==> src/rtl/fp_pkg.sv <==
// fp_pkg: constants and types shared by the floating-point ALU units
package fp_pkg;
    localparam int          EXP_BIAS = 127;
    localparam logic [31:0] QNAN     = 32'h7FC00000;
    localparam logic [1:0]  ESP_OK   = 2'b00;
    localparam logic [1:0]  ESP_INV  = 2'b01;
    localparam logic [1:0]  ESP_DIV0 = 2'b10;
    localparam logic [1:0]  ESP_OVUF = 2'b11;
    typedef enum logic [1:0] {ZERO, INF, NAN, NORM} fp_class_t;
    typedef enum logic [1:0] {S_IDLE, S_DIV, S_NORM} div_state_t;
endpackage

==> src/rtl/fp_classify.sv <==
// fp_classify: single-precision operand class, subnormals counted as zero
module fp_classify
    import fp_pkg::*;
(
    input  logic [31:0] x,
    output fp_class_t   cls
);
    assign cls = x[30:23] == 8'd0 ? ZERO : x[30:23] != 8'hFF ? NORM : x[22:0] == 23'd0 ? INF : NAN;
endmodule

==> src/rtl/alu_div.sv <==
// alu_div: sequential single-precision divider, restoring mantissa division, truncated result
module alu_div
    import fp_pkg::*;
#(
    parameter int ITER = 25
) (
    input  logic        clk,
    input  logic        rst,
    input  logic        start,
    input  logic [31:0] dataA,
    input  logic [31:0] dataB,
    output logic        busy,
    output logic        done,
    output logic [31:0] Resultado,
    output logic [1:0]  esp
);
    div_state_t         state, state_next;
    fp_class_t          ca, cb;
    logic [4:0]         cnt;
    logic [24:0]        rem, q;
    logic [23:0]        mb;
    logic signed [9:0]  e, ex;
    logic               sgn, sgn_r, accept, special, inv, ge;
    logic [31:0]        spec_res, norm_res;
    logic [1:0]         spec_esp, norm_esp;
    logic [22:0]        fr;

    fp_classify u_ca (.x(dataA), .cls(ca));
    fp_classify u_cb (.x(dataB), .cls(cb));

    assign busy    = state != S_IDLE;
    assign accept  = start && !busy;
    assign sgn     = dataA[31] ^ dataB[31];
    assign special = !(ca == NORM && cb == NORM);
    assign inv     = ca == NAN || cb == NAN || (ca == ZERO && cb == ZERO) || (ca == INF && cb == INF);
    assign ge      = rem >= {1'b0, mb};
    assign ex      = q[24] ? e : e - 10'sd1;
    assign fr      = q[24] ? q[23:1] : q[22:0];

    always_comb begin
        spec_res   = inv ? QNAN : (ca == NORM && cb == ZERO) || ca == INF ? {sgn, 8'hFF, 23'd0} : {sgn, 31'd0};
        spec_esp   = inv ? ESP_INV : ca == NORM && cb == ZERO ? ESP_DIV0 : ESP_OK;
        norm_res   = ex >= 10'sd255 ? {sgn_r, 8'hFF, 23'd0} : ex <= 10'sd0 ? {sgn_r, 31'd0} : {sgn_r, ex[7:0], fr};
        norm_esp   = ex >= 10'sd255 || ex <= 10'sd0 ? ESP_OVUF : ESP_OK;
        state_next = state == S_IDLE ? (accept && !special ? S_DIV : S_IDLE) :
                     state == S_DIV  ? (cnt == 5'd0 ? S_NORM : S_DIV) : S_IDLE;
    end

    always_ff @(posedge clk) begin
        if (rst) begin
            state     <= S_IDLE;
            cnt       <= '0;
            rem       <= '0;
            q         <= '0;
            mb        <= '0;
            e         <= '0;
            sgn_r     <= 1'b0;
            done      <= 1'b0;
            Resultado <= '0;
            esp       <= ESP_OK;
        end else begin
            state <= state_next;
            done  <= 1'b0;
            if (accept) begin
                sgn_r <= sgn;
                rem   <= {2'b01, dataA[22:0]};
                mb    <= {1'b1, dataB[22:0]};
                q     <= '0;
                cnt   <= 5'(ITER - 1);
                e     <= {2'b00, dataA[30:23]} - {2'b00, dataB[30:23]} + 10'(EXP_BIAS);
                if (special) begin
                    Resultado <= spec_res;
                    esp       <= spec_esp;
                    done      <= 1'b1;
                end
            end
            if (state == S_DIV) begin
                rem <= (ge ? rem - {1'b0, mb} : rem) << 1;
                q   <= {q[23:0], ge};
                cnt <= cnt - 5'd1;
            end
            if (state == S_NORM) begin
                Resultado <= norm_res;
                esp       <= norm_esp;
                done      <= 1'b1;
            end
        end
    end
endmodule

==> config.mk <==
export PLATFORM = sky130hd
export DESIGN_NAME = alu_div
export DESIGN_NICKNAME = d
export VERILOG_FILES = /design/src/rtl/fp_pkg.sv /design/src/rtl/fp_classify.sv /design/src/rtl/alu_div.sv
export SDC_FILE = /design/constraint.sdc
export NUM_CORES = 1
export LEC_CHECK = 0
export CORE_MARGIN = 5
export CORE_UTILIZATION = 44
export CTS_CLUSTER_DIAMETER = 120
export DETAILED_ROUTE_END_ITERATION = 6
export PLACE_DENSITY_LB_ADDON = 0.3
export SLEW_MARGIN = 20
export SYNTH_ARGS = -nofsm -noshare
export SYNTH_HDL_FRONTEND = slang
export SYNTH_SLANG_ARGS = --single-unit
==> constraint.sdc <==
create_clock -name clk -period 3.4 [get_ports clk]
set_clock_uncertainty 0.1 [all_clocks]
set_input_delay 0.34 -clock clk [delete_from_list [all_inputs] [get_ports clk]]
set_output_delay 0.34 -clock clk [all_outputs]
set_load 0.01 [all_outputs]
# --- Word level (Yosys, flattened, before mapping) ---
# Cells that the tools add are included.
word_totals:
  ff_bits: 127
  inputBits: 67
classes:
  reduce_logical: 25
  muxes: 35
  n_addsub: 5
  n_lt_le_gt_ge: 3
  n_eq_ne: 11
  n_bitwise: 1
ops:
  columns: ["operator", "count"]
  rows:
  - ["32-bit 2-to-1 mux", 4]
  - ["25-bit 2-to-1 mux", 4]
  - ["31-bit 2-to-1 mux", 3]
  - ["23-bit logical NOT", 2]
  - ["2-bit 2-to-1 mux", 15]
  - ["25-bit by 24-bit >= comparator with 1-bit output", 1]
  - ["24-bit 2-to-1 mux", 1]
  - ["24-bit subtractor", 1]
  - ["23-bit 2-to-1 mux", 1]
  - ["8-bit logical NOT", 2]
  - ["8-bit != test, second input constant", 2]
  - ["9-bit by 8-bit adder with 10-bit output, second input constant", 1]
  - ["2-bit == test, second input constant", 5]
  - ["10-bit by 9-bit >= comparator with 1-bit output, second input constant", 1]
  - ["10-bit by 1-bit less-or-equal comparator with 1-bit output, second input constant", 1]
  - ["10-bit 2-to-1 mux", 1]
  - ["5-bit 2-to-1 mux", 2]
  - ["10-bit by 2-bit subtractor with 10-bit output, second input constant", 1]
  - ["8-bit by 8-bit subtractor with 9-bit output", 1]
  - ["2-bit by 1-bit == test with 1-bit output, second input constant", 3]
  - ["1-bit logical AND", 6]
  - ["2-bit logical NOT", 3]
  - ["2-bit nonzero test", 3]
  - ["5-bit logical NOT", 1]
  - ["8 further kinds", 15]

# --- Longest topological paths before layout ---
logic_depth:
  ltp_word: 12
  ltp_mapped: 13
  depth_no_buf: 13

# --- Modules after synthesis ---
# From an unflattened synthesis, not the netlist that was laid out.
unflattened:
  cells_unflattened: 886
  hier_area_um2: 7344.5
by_module_without_submodules:
  columns: ["module", "area_each_um2", "cells_per_inst", "instances"]
  rows:
  - ["alu_div", 7099.3, 852, 1]
  - ["fp_classify", 122.6, 17, 2]

# --- Least setup slack after synthesis ---
# Ideal clock, no wire load.
synth_path:
  kind: "input port to flip-flop"
  from: "input dataA[23]"
  to: "register e[9]"
  required_time_ps: 3235
  n_path_buf: 0
  arrival_time_ps: 2838
  setup_slack_ps: 397
  path_stages: 13
  cell_sequence: "inv_1 -> ha_1 -> inv_1 -> fa_1 -> a21o_1 -> a21oi_1 -> nor2b_1 -> or4_1 -> o311a_1 -> or3_1 -> a2111oi_0 -> a21oi_1 -> nor2_1"
synth_via:
  elab_chain_len: 2
synth_lines:
  columns: ["element", "line", "rtl"]
  rows:
  - ["start, declared", "alu_div.sv:10", "input logic [31:0] dataA,"]
  - ["8-bit by 8-bit subtractor with 9-bit output", "alu_div.sv:70", "e <= {2'b00, dataA[30:23]} - {2'b00, dataB[30:23]} + 10'(EXP_BIAS);"]
  - ["9-bit by 8-bit adder with 10-bit output", "alu_div.sv:70", null]
  - ["end signal, assigned", "alu_div.sv:70", null]
  - ["end, declared", "alu_div.sv:22", "logic signed [9:0] e, ex;"]
# No other way between the ends.
# A chain may end at the register's enable or synchronous reset.

# --- Worst setup path after layout ---
# Ends and elaborated chain as after synthesis.

==> impl_metrics.toml <==
[place]
hpwl_um = 14100
dp.cells = 1195
dp_slack_ns = -0.155
io_buffers = 102
finalWeightedCongestion = 0.914

[clock_network]
post_cts_resized = 0
root_buffer = "clkbuf_16"
htree_levels = 4
cts_tree = "yes"
clock_sinks = 127
insertion_delay_ns = 0.42
cts_max_path_buffers = 2
post-cts-setup-buffers = 0
clk_pin_slew_ns = 0.06
ctsHoldBuffers = 0
numCtsBuffers = 17

[job]
maxCapViolations = 0

[die]
die_h_um = 139
coreArea_um2 = 16400
pin_count = 103
rows = 47
die_x_um = 139
start_util_pct = 44.4
dieArea_um2 = 19200

[final_layout]
post-route-util_pct = 56.3
fin_cells = 1227
syn_to_final_growth_pct = 26.9
final_common_cell = "dfxtp_1"
drive_above_1_share_pct = 9.53
diodes = 0
nets = 1099
final_cell_mix = "dfxtp_1 (127), nand2_1 (122), clkdlybuf4s50_1 (101)"

[global_routing]
grt_overflow = 0
grt_pass1_wl_um = 31200
grt_antenna_before_repair = 0
grt_pass1_vias = 6304
grt_max_degree = 46
grt_use_total_pct = 19.6

[critical_path]
crit_chain = "clkdlybuf4s50_1, inv_1, ha_1, inv_1, fa_1, a21o_1, a21oi_1, nor2b_1, or4_1, o311a_1, or3_1, a2111oi_0, a21oi_1, nor2_1"
cp.required_ns = 3.66
r2r_slack_ns = 0.34
worst_path_largest_cell_delay_ns = 0.44
crit_fanout = 2
arrival_ns = 3.42
worstSetupStartpointType = "input port"
cpMaxStageDelayCell = "a2111oi_0"
worst-path-buf-inv = 3
crit_type = "in -> reg"
critPathCaptureType = "register"
crit_family = "compound AO/OA/AOI/OAI gates"

[synthesis]
ys_seq_elements = 127
yosysWarnings = 0
synth-seq-area-share_pct = 34.9
syn-num-nets = 998
synth_edf_count = 0
synthFlopType = "dfxtp_1"
synth.distinct_cells = 65
syn-cell-area_um2 = 7280
synthCells = 893
postSynthAreaPerCell_um2 = 8.16
ys_async_sr_fraction_pct = 0

[timing]
worstMarginPinSlew_ns = 0.723
period_share_pct = 93.0
whs_ns = 0.195
slew_headroom_pct = 51.8
rsz0062_at_grt = "no"
fmax_ghz = 0.316
hold_viol_final = 0
post-route-min-period_ns = 3.16
drv_slew = 0
setup_slack_ns = 0.239
finalSetupViolCount = 0

[drt]
wl_met3_um = 1080
vias_per_cell = 5.50
met1_length_um = 8980
dr_wl_met2_um = 8800
drt_first_pass_iters = 4
vias = 6745
ant_nets = 0
drtIter0Drc = 409
wl_per_cell_um = 15.7
drcViolationCount = 0
wl_um = 19200
top_layer = "met4"

[run_status]
status = "complete, no violations"

[power_and_ir_drop]
power_density_nw_per_um2 = 619
ir_worst_vdd_mv = 0.485
p_leak_nw = 3.48

[min_path]
min_path_type = "in -> reg"
## cell usage after synthesis, drive strengths merged, types with 3 or more instances
cell	n	share of area, %
and2	5	0.43
nand2b	10	0.86
o21a	4	0.41
a2111oi	3	0.36
dfxtp	127	35
o21bai	3	0.31
a21o	9	0.93
and3	3	0.26
inv	52	2.7
buf	10	0.86
o221ai	7	0.84
a22oi	15	1.5
mux2i	34	4.7
nor2	42	2.2
nand4	9	0.77
nor3	23	1.6
a31oi	10	0.86
nand2	122	6.3
or2	4	0.34
o22ai	11	0.94
xor2	14	1.7
o21ai	58	5.0
nor4	21	1.8
nand3	19	1.3
a21boi	9	0.93
o31ai	3	0.31
a311oi	3	0.36
xnor2	24	2.9
ha	36	6.2
or3	6	0.58
a211oi	13	1.3
a21oi	79	5.4
a22o	26	3.1
nor2b	11	0.94
o211ai	3	0.31
clkbuf	38	2.0
## metal layers
layer | up-vias | global-route usage [%]
met2 | 177 | 31.4
met1 | 3103 | 25.8
met5 | - | 0
li1 | 3438 | -
met3 | 27 | 4.34
met4 | 0 | 7.57
## worst paths after layout
kind	cells after the start	from	endpoint
worst max-delay path	14	dataA[23]	e[9]
worst min-delay path	2	rst	done
worst max register to register	12	rem[0]	rem[23]
worst min register to register	2	Resultado[15]	Resultado[15]
## worst register-to-register path, stage by stage, from the launching register on
cell and delay, ns:
dfxtp_1 0.35, inv_1 0.07, ha_1 0.22, fa_1 0.40
nand2b_1 0.18, a211oi_1 0.30, o21ai_0 0.13, o21ai_0 0.21
a21oi_1 0.25, a31oi_1 0.25, xor2_1 0.16, nand2_1 0.07
a311oi_1 0.26
## logic make-up (layout without fill, tap and decap cells)
kind of cell	after synthesis	in the layout	share of synthesized area (%)
flip-flops	127	127	34.9
buffers and inverters	100	214	5.50
AO/OA/AOI/OAI	270	270	24.8
XOR/XNOR	38	38	4.57
AND/OR/NAND/NOR	284	284	18.6
adder cells (fa/ha/maj)	38	38	6.73
multiplexers	36	36	4.98
## layout make-up
type	instances	area (um2)
Fill cell	1530	7160
Clock inverter	14	204
Sequential cell	127	2540
Timing Repair Buffer	130	1240
Clock buffer	18	429
Multi-Input combinational cell	666	4360
Tap cell	220	275
Inverter	52	195
## through the flow
| stage | setup TNS, ns | total power, mW | instance area [um2] |
|---|---|---|---|
| after floorplan | 0 | 3.22 | 7280 |
| after global placement | -0.186 | 3.74 | 8610 |
| after detailed placement | -0.364 | 3.76 | 8610 |
| after CTS | 0 | 5.75 | 9240 |
| after global routing | 0 | 6.08 | 9250 |
| final | 0 | 5.72 | 9250 |
## power by group
part	internal [mW]	total, mW	switching (mW)
Sequential	1.61	1.71	0.0991
Combinational	0.915	2.05	1.14
Clock	1.24	1.97	0.726
Total	3.76	5.72	1.96
## state kept, by name, summed over array words and instances, names as in the netlist
register   cells
q             25
Resultado     32
rem           25
done           1
cnt            5
mb            24
state          2
esp            2
e             10
sgn_r          1
No activity file was read; power rests on OpenSTA's default activity.
